[src/rtl/core_hazard_pipe_ctrl.sv]
// Pipeline control for the 5-stage core: carries the D->X->M->W control bundle, detects load-use and
// branch-in-D hazards, drives forwarding selects and stall/flush. Define CORE_PERF_CNT_EN for perf counters.
module core_hazard_pipe_ctrl #(
    parameter int REG_ADDR_W = 5,
    parameter int ALU_CTRL_W = 3,
    parameter int CNT_W      = 32
) (
    input  logic                  clk,
    input  logic                  reset,
    input  logic                  reg_write_d,
    input  logic [1:0]            result_src_d,
    input  logic                  dmem_write_d,
    input  logic                  alu_src_d,
    input  logic [ALU_CTRL_W-1:0] alu_ctrl_d,
    input  logic                  branch_d,
    input  logic                  pc_src_d,
    input  logic [REG_ADDR_W-1:0] rs1_d,
    input  logic [REG_ADDR_W-1:0] rs2_d,
    input  logic [REG_ADDR_W-1:0] rd_d,
    input  logic                  dmem_stall,
    output logic                  alu_src_x,
    output logic [ALU_CTRL_W-1:0] alu_ctrl_x,
    output logic                  dmem_write_m,
    output logic                  reg_write_w,
    output logic [1:0]            result_src_w,
    output logic [REG_ADDR_W-1:0] rd_w,
    output logic [1:0]            forward_a_x,
    output logic [1:0]            forward_b_x,
    output logic                  forward_a_d,
    output logic                  forward_b_d,
    output logic                  stall_f,
    output logic                  stall_d,
    output logic                  flush_d,
    output logic                  flush_x,
    output logic [CNT_W-1:0]      stall_cycles,
    output logic [CNT_W-1:0]      flush_count
);

    localparam logic [1:0] RES_LOAD = 2'b01;

    logic                  reg_write_x;
    logic [1:0]            result_src_x;
    logic                  dmem_write_x;
    logic [REG_ADDR_W-1:0] rs1_x;
    logic [REG_ADDR_W-1:0] rs2_x;
    logic [REG_ADDR_W-1:0] rd_x;

    logic                  reg_write_m;
    logic [1:0]            result_src_m;
    logic [REG_ADDR_W-1:0] rd_m;

    logic lw_stall;
    logic br_stall;
    logic hz;

    // A producer only matters when it writes a real register (x0 is never a source).
    function automatic logic src_match(input logic we, input logic [REG_ADDR_W-1:0] rd,
                                       input logic [REG_ADDR_W-1:0] rs);
        return we && (rd != '0) && (rd == rs);
    endfunction

    function automatic logic [1:0] fwd_sel(input logic m_hit, input logic w_hit);
        if (m_hit)
            return 2'b10;
        else if (w_hit)
            return 2'b01;
        else
            return 2'b00;
    endfunction

    assign lw_stall = src_match(result_src_x == RES_LOAD, rd_x, rs1_d)
                    | src_match(result_src_x == RES_LOAD, rd_x, rs2_d);

    assign br_stall = branch_d &&
                      (src_match(reg_write_x, rd_x, rs1_d)
                     | src_match(reg_write_x, rd_x, rs2_d)
                     | src_match(result_src_m == RES_LOAD, rd_m, rs1_d)
                     | src_match(result_src_m == RES_LOAD, rd_m, rs2_d));

    assign hz = lw_stall | br_stall;

    // A memory wait freezes everything upstream of W; only a hazard without one inserts an X bubble.
    assign stall_f = hz | dmem_stall;
    assign stall_d = hz | dmem_stall;
    assign flush_x = hz & ~dmem_stall;
    assign flush_d = pc_src_d & ~hz & ~dmem_stall;

    assign forward_a_x = fwd_sel(src_match(reg_write_m, rd_m, rs1_x), src_match(reg_write_w, rd_w, rs1_x));
    assign forward_b_x = fwd_sel(src_match(reg_write_m, rd_m, rs2_x), src_match(reg_write_w, rd_w, rs2_x));
    assign forward_a_d = src_match(reg_write_m, rd_m, rs1_d);
    assign forward_b_d = src_match(reg_write_m, rd_m, rs2_d);

    // D -> X
    always_ff @(posedge clk) begin
        if (reset || (flush_x && !dmem_stall)) begin
            reg_write_x  <= 1'b0;
            result_src_x <= 2'b00;
            dmem_write_x <= 1'b0;
            alu_src_x    <= 1'b0;
            alu_ctrl_x   <= '0;
            rs1_x        <= '0;
            rs2_x        <= '0;
            rd_x         <= '0;
        end else if (!dmem_stall) begin
            reg_write_x  <= reg_write_d;
            result_src_x <= result_src_d;
            dmem_write_x <= dmem_write_d;
            alu_src_x    <= alu_src_d;
            alu_ctrl_x   <= alu_ctrl_d;
            rs1_x        <= rs1_d;
            rs2_x        <= rs2_d;
            rd_x         <= rd_d;
        end
    end

    // X -> M
    always_ff @(posedge clk) begin
        if (reset) begin
            reg_write_m  <= 1'b0;
            result_src_m <= 2'b00;
            dmem_write_m <= 1'b0;
            rd_m         <= '0;
        end else if (!dmem_stall) begin
            reg_write_m  <= reg_write_x;
            result_src_m <= result_src_x;
            dmem_write_m <= dmem_write_x;
            rd_m         <= rd_x;
        end
    end

    // M -> W: a held M instruction must not retire twice, so W takes a bubble while memory waits.
    always_ff @(posedge clk) begin
        if (reset || dmem_stall) begin
            reg_write_w  <= 1'b0;
            result_src_w <= 2'b00;
            rd_w         <= '0;
        end else begin
            reg_write_w  <= reg_write_m;
            result_src_w <= result_src_m;
            rd_w         <= rd_m;
        end
    end

`ifdef CORE_PERF_CNT_EN
    logic [CNT_W-1:0] stall_cnt_q;
    logic [CNT_W-1:0] flush_cnt_q;

    always_ff @(posedge clk) begin
        if (reset) begin
            stall_cnt_q <= '0;
            flush_cnt_q <= '0;
        end else begin
            if (stall_d)
                stall_cnt_q <= stall_cnt_q + 1'b1;
            if (flush_d || flush_x)
                flush_cnt_q <= flush_cnt_q + 1'b1;
        end
    end

    assign stall_cycles = stall_cnt_q;
    assign flush_count  = flush_cnt_q;
`else
    assign stall_cycles = '0;
    assign flush_count  = '0;
`endif

endmodule
[config.mk]
export PLATFORM = sky130hd
export DESIGN_NAME = core_hazard_pipe_ctrl
export DESIGN_NICKNAME = d
export VERILOG_FILES = /design/src/rtl/core_hazard_pipe_ctrl.sv
export SDC_FILE = /design/constraint.sdc
export NUM_CORES = 1
export LEC_CHECK = 0
export ABC_AREA = 0
export CORE_UTILIZATION = 40
export CTS_BUF_LIST = sky130_fd_sc_hd__clkbuf_8
export DETAILED_ROUTE_END_ITERATION = 8
export PLACE_DENSITY = 0.8
export REMOVE_ABC_BUFFERS = 1
export SYNTH_ARGS = -nofsm -noshare
export SYNTH_HDL_FRONTEND = slang
export SYNTH_SLANG_ARGS = --single-unit
[constraint.sdc]
create_clock -name clk -period 2.09 [get_ports clk]
set_clock_uncertainty 0.2 [all_clocks]
set_input_delay 0.3135 -clock clk [delete_from_list [all_inputs] [get_ports clk]]
set_output_delay 0.3135 -clock clk [all_outputs]
set_load 0.05 [all_outputs]
Word-level counts from Yosys, hierarchy flattened
Index checks and enable logic that the tools add are counted.

Register bits: 40. Output and inout bits: 87. Logic and storage cells: 65.

Equality and inequality tests: 10. Multiplexer cells: 4. Bitwise gates (word level): 11. Reductions and logical operators: 25.

Operators by type and width (number): 5-bit equality test (8); 1-bit logical AND (19); 5-bit nonzero test (3); 1-bit bitwise OR (6); 2-bit by 1-bit equality test with 1-bit output (second input constant) (2); 2-bit two-way mux (2); 1-bit AND (3); 1-bit logical OR (2); 1-bit two-way mux (2); 1-bit NOT (2); 1-bit logical NOT (1).

Longest topological paths before layout
Gate-level depths: netlist (run 1).

Depth in word-level cells: 11. Mapped depth: 7. Gate-level depth less buffers: 5.

Worst setup path after synthesis (run 1)
Ideal clock, no wire load.

Kind: register to output. Start: register rd_m[0]. End: output port forward_a_x[0]. Data arrival time: 3.143 ns. Setup slack: -1.566 ns. Cell stages (with the launch flop): 5. Buffers on the path: 1. Cells stage by stage: dfxtp_1 > clkbuf_1 > o21ai_1 > nor4_1 > nor4_1.

Cells in the longest elaborated chain, start to end: 4.

RTL lines: start, declared (line 50) `logic [REG_ADDR_W-1:0] rd_m;`; start signal, assigned (line 127) `rd_m <= rd_x;`; 5-bit nonzero test (line 59) `return we && (rd != '0) && (rd == rs);`; 1-bit logical AND (line 59); 1-bit logical AND * (line 59); 2-bit two-way mux * (line 63) `if (m_hit)`; end, declared (line 27) `output logic [1:0] forward_a_x,`.

Mark *: on every way between the ends. The rest lies on a longest branch, timed or not.

Final worst setup path (run 1)
Start: register rd_m[2]. End: output port forward_a_x[0].

The elaborated chain is that of the path after synthesis.

==> results_tabular.tex, run 1 <==
\begin{tabular}{lr}
\hline
Metric & Value \\
\hline
\multicolumn{2}{l}{\textbf{Run status}} \\
\quad Outcome & finished, violations left \\
\quad Failing checks & setup timing \\
\multicolumn{2}{l}{\textbf{Route}} \\
\quad Vias per Instance & 4.88 \\
\quad Initial DRC count & $\sim$100 \\
\quad Aggregate routed wire length & 6.37 mm \\
\quad Number of remaining DRC errors & 0 \\
\quad Routed WL per cell & between 10 and 15 µm \\
\quad Pre-antenna DRT Iters & 4 \\
\quad Via count & between 2000 and 2500 \\
\quad Residual antenna-violating net count after detailed routing & 0 \\
\multicolumn{2}{l}{\textbf{Clock network}} \\
\quad Clock slew at the register clock pins of the worst setup and hold paths & $\sim$0.08 ns \\
\quad Insertion delay of the later-clocked pin in the worst-skew pair & $\sim$0.30 ns \\
\quad CTS Buffer Depth & 2 \\
\quad Number of sinks on the clock net & 40 \\
\quad Clk root buf & clkbuf\_8 \\
\quad Inserted Clock Buffers & 5 \\
\quad Htree depth & 2 \\
\quad TritonCTS clock tree & done \\
\multicolumn{2}{l}{\textbf{Global routing}} \\
\quad Wire length of the first global-routing pass & 9.65 mm \\
\quad Vias in the first global route & just over 2000 \\
\quad Combined global-route utilization of all metal layers & 17.1\% \\
\quad Pin count of the biggest net entering global routing & 57 \\
\quad GRT Residual Overflow & 0 \\
\quad Initial antenna violation count & 0 \\
\multicolumn{2}{l}{\textbf{Cells and area}} \\
\quad Share of final-layout standard cells stronger than drive strength 1 & a little over 30\% \\
\quad Share of the core filled with cells & roughly 56\% \\
\quad Number of antenna repair diodes & 0 \\
\quad Final cell count without fillers & around 450 \\
\quad Count of filler cells inserted in the layout & $\sim$540 \\
\quad Number of nets in the final layout & around 400 \\
\quad Growth of design area from synthesis to finish & 35.3\% \\
\multicolumn{2}{l}{\textbf{Pwr}} \\
\quad Total power of the final layout & between 2 and 2.5 mW \\
\quad Internal portion of total power & 1.33 mW \\
\quad Net Sw Frac & roughly 36\% \\
\quad Worst IR Drop VDD & $\sim$0.33 mV \\
\quad Sequential power share & 40.0\% \\
\quad Leak Pwr & 1.59 nW \\
\quad Combinational cell fraction of total power & roughly 30\% \\
\quad Share of power burned in the clock network & a little under a third \\
\quad Total power divided by cell area & 579 nW/µm² \\
\quad Switching power & around 0.74 mW \\
\multicolumn{2}{l}{\textbf{Worst setup path}} \\
\quad Nature of the critical path startpoint & flop \\
\quad Critical path capture point type & output port \\
\quad Largest fanout on the critical path & 4 \\
\quad CP Class & flop to output port \\
\quad Worst EP arrival & 2.12 ns \\
\quad CP Data Required Time & approximately 1.6 ns \\
\multicolumn{2}{l}{\textbf{Flow run}} \\
\quad Max cap viols & 0 \\
\multicolumn{2}{l}{\textbf{Die}} \\
\quad Top-Level Pins & roughly 120 \\
\quad Placement Rows & 29 \\
\quad Die Span X & 83.4 µm \\
\quad Die Ht & 83.4 µm \\
\quad Die area & 6950 µm² \\
\quad Starting density of the core & between 40 and 50\% \\
\quad CORE AREA & 6390 µm² \\
\multicolumn{2}{l}{\textbf{Placed design}} \\
\quad Detail Placement HPWL & 4.30 mm \\
\quad Port Buf Inserts & 50 \\
\quad Gp weighted congestion & about 0.83 \\
\quad Cell count after placement & approximately 430 \\
\multicolumn{2}{l}{\textbf{STA}} \\
\quad Highest clock frequency the design can meet & between 300 and 400 MHz \\
\quad Final Critical Period & approximately 2.6 ns \\
\quad Final number of hold-violating endpoints & 0 \\
\quad Slew Limit Headroom & between 60 and 70\% \\
\quad Pin slew with the least headroom to its limit & roughly 0.50 ns \\
\quad Final number of setup-violating endpoints & 33 \\
\quad Setup repair after global routing missed its margin & yes \\
\quad Number of max-slew violations in the final report & 0 \\
\quad Worst setup margin & -0.541 ns \\
\quad Post-route fraction of the period consumed by the critical path & 126\% \\
\multicolumn{2}{l}{\textbf{Yosys}} \\
\quad Sequential area share after synthesis & between 30\% and 40\% \\
\quad Yosys synthesis warning count & 0 \\
\quad Average instance area after synthesis & 8.94 µm² \\
\quad Top FF cell, synth & dfxtp\_1 \\
\quad Count of mapped cells out of synthesis & just under 300 \\
\quad Library cell with the highest instance count after synthesis & buf\_4 \\
\quad Main area contributors after synthesis & dfxtp\_1 (30\%), buf\_4 (19\%), xor2\_1 (8.6\%) \\
\quad Cell type contributing the most total cell area after synthesis & dfxtp\_1 \\
\quad Register bit total from synthesis & 40 \\
\quad Number of enable-type register cells in the synthesized netlist & 0 \\
\quad Synthesized area & roughly 2600 µm² \\
\quad Share of flip-flops with an asynchronous set or reset after synthesis & 0\% \\
\quad Share of the synthesized area in the top cell type & between 30\% and 40\% \\
\quad Count of different cell masters after synthesis & 31 \\
\quad List of most frequent post-synthesis cells & buf\_4 (66), dfxtp\_1 (40), xor2\_1 (26), nand2\_1 (24) \\
\multicolumn{2}{l}{\textbf{Hold path}} \\
\quad Type of the tightest min-delay check & input pin to flop \\
\hline
\end{tabular}
per-layer routing:
layer	share of wire (%)	vias up	GRT usage [%]
met3	5.4	15	3.48
met4	2.5	0	7.21
met2	53	94	31.8
met1	39	1049	18.5
li1	-	1043	-
met5	0	-	0
stage by stage:
stage / setup WS (ns) / setup TNS [ns] / instance area [µm²] / hold slack, ns
finish: -0.541 / -4.65 / 3580 / 0.214
global route: -0.585 / -7.12 / 3580 / 0.232
floorplan: -1.53 / -12.59 / 2290 / 0.186
detailed placement: -0.674 / -15.06 / 3240 / 0.275
CTS: -0.494 / -4.84 / 3490 / 0.217
global placement: -0.631 / -13.42 / 3240 / 0.266
logic make-up (layout without fill, tap and decap cells):
| kind of cell | Yosys count | after routing | synth area share [%] |
|---|---|---|---|
| buffers and inverters | 87 | 102 | 22.6 |
| other | 1 | 64 | 0.142 |
| and+or+nand+nor | 90 | 90 | 20.2 |
| DFF | 40 | 40 | 30.2 |
| AOI/OAI and AO/OA | 29 | 29 | 10.2 |
| xor gates and xnor gates | 40 | 40 | 13.2 |
| muxes | 9 | 9 | 3.40 |
cells in the final DEF, fill, tap and decap left out, types with 2 or more instances in the layout:
cell type	n
and2_1	8
buf_12	12
buf_4	38
buf_6	7
clkbuf_8	5
clkdlybuf4s50_1	25
conb_1	64
dfxtp_1	32
dfxtp_2	6
dfxtp_4	2
dlygate4sd2_1	7
dlymetal6s2s_1	2
inv_1	2
mux2i_1	9
nand2_1	24
nand3_1	4
nand3_2	2
nor2_1	12
nor2_4	2
nor3_2	3
nor4_2	2
o32ai_1	23
or3b_2	23
or4_1	4
xnor2_1	13
xor2_1	25
sequential cells by signal, summed over array words and instances, names as in the netlist:
name and count:
dmem_write_x 1, reg_write_w 1, result_src_w 2, result_src_m 2, dmem_write_m 1, alu_ctrl_x 3, rd_x 5, reg_write_m 1
alu_src_x 1, rs2_x 5, rs1_x 5, rd_m 5, reg_write_x 1, rd_w 5, result_src_x 2
layout make-up:
cell class	instances	area [µm²]	share of cell area (%)
clock buffer	5	68.8	1.92
multi-input combinational	232	1590	44.3
inverter	1	3.75	0.105
clock inverter	3	38.8	1.08
sequential	40	816	22.8
timing repair buffer	93	971	27.1
tap	77	96.3	2.69
critical path, cell delays in order (launching register included):
cell and delay (ns):
dfxtp_4 0.36, or4_4 0.58, o21ai_4 0.24, nor4_4 0.06, nor4_2 0.30, buf_4 0.17, buf_12 0.12
path summary, 6_finish.rpt:
check / from / end / slack (ns) / cells after the start
worst max-delay path: rd_m[2] / forward_a_x[0] / -0.54 / 6
worst min-delay path: dmem_stall / alu_ctrl_x[0] / 0.21 / 3
worst max register to register: rd_m[2] / rs2_x[4] / -0.04 / 7
worst min register to register: alu_ctrl_x[0] / alu_ctrl_x[0] / 0.29 / 2
what timing repair did:
item | 4_1_cts | 5_1_grt
gates resized for setup | 37 | 13
setup buffers | 8 | 4
hold buffers | 0 | 0
cloned | 0 | 2
endpoints found under the setup margin | 32 | 33
pin swaps | 10 | 12
power groups by stage:
| stage | clock, mW | sequential (mW) | combinational (mW) |
|---|---|---|---|
| after global routing | 0.663 | 0.835 | 0.652 |
| after global placement | 0 | 0.846 | 0.583 |
| after floorplan | 0 | 0.870 | 0.391 |
| after CTS | 0.627 | 0.830 | 0.610 |
| final | 0.622 | 0.831 | 0.622 |
| after detailed placement | 0 | 0.848 | 0.592 |
No activity file was read; power rests on OpenSTA's default activity.
==> run 2: changes to the inputs <==
--- a/config.mk
+++ b/config.mk
@@ -9,6 +9,7 @@
 export CORE_UTILIZATION = 40
 export CTS_BUF_LIST = sky130_fd_sc_hd__clkbuf_8
 export DETAILED_ROUTE_END_ITERATION = 8
+export GPL_ROUTABILITY_DRIVEN = 0
 export PLACE_DENSITY = 0.8
 export REMOVE_ABC_BUFFERS = 1
 export SYNTH_ARGS = -nofsm -noshare
==> results of run 2 <==
No change in the layout: final DEF, timing and power equal those of run 1.
==> run 3: changes to the inputs <==
--- a/config.mk
+++ b/config.mk
@@ -6,6 +6,7 @@
 export NUM_CORES = 1
 export LEC_CHECK = 0
 export ABC_AREA = 0
+export CORE_MARGIN = 2
 export CORE_UTILIZATION = 40
 export CTS_BUF_LIST = sky130_fd_sc_hd__clkbuf_8
 export DETAILED_ROUTE_END_ITERATION = 8
==> run 3 against run 2 <==
Net effect:
- the run still ends with setup timing left
- core utilization decreased by 1.5 points
- non-clock buffer count decreased by 6
- worst setup slack improved by 0.027 ns
- global-route usage decreased by 1.8 points
- first-iteration DRC count decreased by 11%
- total power decreased by 7.6%
- clock-buffer cell count unchanged
- via count decreased by 3.4%
- critical endpoint is now stall_f
- highest routed layer unchanged
==> results_tabular.tex, run 3 (synthesis results as in run 1) <==
\begin{tabular}{lr}
\hline
Metric & Value \\
\hline
\multicolumn{2}{l}{\textbf{Run status}} \\
\quad Outcome & finished, violations left \\
\quad Failing checks & setup timing \\
\multicolumn{2}{l}{\textbf{Cells and area}} \\
\quad Share of final-layout standard cells stronger than drive strength 1 & 29.2\% (-1.9 points) \\
\quad Number of nets in the final layout & 395 (-1.5\%) \\
\quad Share of the core filled with cells & 54.6\% (-1.5 points) \\
\quad Growth of design area from synthesis to finish & 31.7\% \\
\quad Most common cell after layout, fill and taps aside & conb\_1 \\
\quad Number of antenna repair diodes & 0 (unchanged) \\
\quad Commonest non-fill, non-tap cells in the layout & conb\_1 (64), buf\_4 (38), dfxtp\_1 (35), clkdlybuf4s50\_1 (26) \\
\quad Final cell count without fillers & 444 (-1.6\%) \\
\multicolumn{2}{l}{\textbf{Worst setup path}} \\
\quad CP Class & flop to output port \\
\quad Critical path capture point type & output port \\
\quad Worst setup path endpoint & stall\_f \\
\quad Worst EP arrival & 2.09 ns (-0.03 ns) \\
\quad Number of buffer and inverter stages on the critical path & 2 (unchanged) \\
\quad Nature of the critical path startpoint & flop \\
\quad Worst Reg-to-Reg Cells & 8 (+1) \\
\quad Critical path's top delay family & simple AND/OR/NAND/NOR gates \\
\quad Endpoint of the lowest-slack register-to-register path & alu\_ctrl\_x[1] \\
\quad Reg-to-reg critical path startpoint & rd\_m[1] \\
\quad Crit. path cell count & 6 (unchanged) \\
\quad Largest fanout on the critical path & 4 (unchanged) \\
\quad Critical path startpoint & rd\_m[3] \\
\quad Critical-path cell list & or4\_4 > nor2\_4 > a2111oi\_4 > buf\_4 > or3\_4 > buf\_12 \\
\quad CP Data Required Time & 1.58 ns (about the same) \\
\quad CP max stage delay & 0.56 ns (-0.02 ns) \\
\quad Crit-path slowest cell & or4\_4 \\
\quad Worst setup slack for register-to-register paths & -0.10 ns (-0.06 ns) \\
\multicolumn{2}{l}{\textbf{Global routing}} \\
\quad Combined global-route utilization of all metal layers & 15.2\% (-1.8 points) \\
\quad Wire length of the first global-routing pass & 8.84 mm (-8.4\%) \\
\quad Met2 global-route usage & 26.3\% (-5.5 points) \\
\quad Met1 track demand over resource in global routing & 17.6\% (-0.96 points) \\
\quad Peak-usage layer in the global routing report & met2 \\
\quad Pin count of the biggest net entering global routing & 57 (unchanged) \\
\quad Initial antenna violation count & 0 (unchanged) \\
\quad Met3 Resource Use GR & 4.09\% (+0.61 points) \\
\quad Vias in the first global route & 1944 (-5.8\%) \\
\quad GRT Residual Overflow & 0 (unchanged) \\
\multicolumn{2}{l}{\textbf{STA}} \\
\quad Pin slew with the least headroom to its limit & 0.502 ns (+0.000716 ns) \\
\quad Final Critical Period & 2.60 ns (-0.0265 ns) \\
\quad Setup repair after global routing missed its margin & yes \\
\quad Worst setup margin & -0.515 ns (+0.0265 ns) \\
\quad Number of max-slew violations in the final report & 0 (unchanged) \\
\quad Final number of setup-violating endpoints & 33 (unchanged) \\
\quad Post-route fraction of the period consumed by the critical path & 125\% (-1.3 points) \\
\quad Slew Limit Headroom & 66.5\% (about the same) \\
\quad Final number of hold-violating endpoints & 0 (unchanged) \\
\quad Highest clock frequency the design can meet & 384 MHz (+1.0\%) \\
\multicolumn{2}{l}{\textbf{Clock network}} \\
\quad Number of sinks on the clock net & 40 (unchanged) \\
\quad Insertion delay of the later-clocked pin in the worst-skew pair & 0.29 ns (about the same) \\
\quad CTS Buffer Depth & 2 (unchanged) \\
\quad Inserted Clock Buffers & 5 (unchanged) \\
\quad Clock slew at the register clock pins of the worst setup and hold paths & 0.07 ns (about the same) \\
\quad TritonCTS clock tree & done \\
\quad CTS Hold Bufs & 0 (unchanged) \\
\quad Clk root buf & clkbuf\_8 \\
\quad Htree depth & 2 (unchanged) \\
\multicolumn{2}{l}{\textbf{Route}} \\
\quad Pre-antenna DRT Iters & 4 (unchanged) \\
\quad Residual antenna-violating net count after detailed routing & 0 (unchanged) \\
\quad Routed WL per cell & 13.4 µm (-5.3\%) \\
\quad Aggregate routed wire length & 5.94 mm (-6.8\%) \\
\quad Number of remaining DRC errors & 0 (unchanged) \\
\quad Via count & 2126 (-3.4\%) \\
\quad Vias per Instance & 4.79 (-1.9\%) \\
\quad Initial DRC count & 92 (-11\%) \\
\multicolumn{2}{l}{\textbf{Placed design}} \\
\quad Worst setup slack before clock tree synthesis & -0.714 ns (-0.0404 ns) \\
\quad Detail Placement HPWL & 4.08 mm (-4.9\%) \\
\quad Cell count after placement & 434 (unchanged) \\
\quad Port Buf Inserts & 50 (unchanged) \\
\multicolumn{2}{l}{\textbf{Die}} \\
\quad CORE AREA & 6390 µm² (unchanged) \\
\quad Die Ht & 85.4 µm (+2.4\%) \\
\quad Top-Level Pins & 115 (unchanged) \\
\quad Placement Rows & 29 (unchanged) \\
\quad Die area & 7290 µm² (+4.9\%) \\
\quad Die Span X & 85.4 µm (+2.4\%) \\
\quad Starting density of the core & 41.5\% (unchanged) \\
\multicolumn{2}{l}{\textbf{Pwr}} \\
\quad Leak Pwr & 1.52 nW (-3.9\%) \\
\quad Total power divided by cell area & 550 nW/µm² (-5.0\%) \\
\quad Worst IR Drop VDD & 0.357 mV (+7.5\%) \\
\multicolumn{2}{l}{\textbf{Hold path}} \\
\quad Type of the tightest min-delay check & input pin to flop \\
\multicolumn{2}{l}{\textbf{Flow run}} \\
\quad Max cap viols & 0 (unchanged) \\
\hline
\end{tabular}
[run 3: cell type report]
cell class / count / area [µm²]
clock inverter: 2 / 8.76
sequential: 40 / 817
inverter: 1 / 3.75
tap: 77 / 96.3
timing repair buffer: 87 / 905
multi-input combinational: 232 / 1590
fill: 558 / 2900
clock buffer: 5 / 68.8
[run 3: through the flow]
stage	power, mW	cell area [µm²]	hold slack (ns)	setup TNS (ns)
finish	1.92	3490	0.185	-6.22
global route	2.01	3490	0.186	-8.80
detailed placement	1.44	3240	0.269	-15.86
CTS	1.92	3370	0.180	-4.02
global placement	1.43	3240	0.269	-15.53
floorplan	1.26	2290	0.186	-12.59
[run 3: worst min path at each step]
stage	startpoint	to	slack, ns	cells past startpoint
after detailed placement	alu_ctrl_x[0]	alu_ctrl_x[0]	0.27	2
after global placement	alu_ctrl_x[2]	alu_ctrl_x[2]	0.27	2
after global routing	dmem_stall	alu_ctrl_x[1]	0.19	3
after floorplan	reset	dmem_write_m	0.19	1
final	dmem_stall	alu_ctrl_x[0]	0.19	3
after CTS	dmem_stall	alu_ctrl_x[0]	0.18	3
[run 3: worst register-to-register path, cell delays in order (launching register included)]
cell and delay [ns]:
dfxtp_4 0.37, xor2_1 0.17, nor3_2 0.23, nand3_2 0.14, a2111oi_4 0.37, buf_4 0.20, buf_4 0.15, clkbuf_16 0.16
o32ai_1 0.09
[run 3: what timing repair did]
item / 4_1_cts / 5_1_grt
pin swaps: 7 / 13
resized for setup: 20 / 21
gates cloned: 0 / 1
endpoints found under the setup margin: 33 / 31
buffers inserted: 1 / 3
[run 3: metal layers]
metal / vias up / wire [µm]
met4: 0 / 135
li1: 1029 / -
met5: - / 0
met2: 96 / 3070
met1: 989 / 2340
met3: 12 / 388
[run 3: power by group]
part	switching, mW	leakage [nW]	internal [mW]	total (mW)
sequential	0.0322	0.331	0.793	0.825
combinational	0.431	1.15	0.185	0.616
clock	0.254	0.0452	0.222	0.476
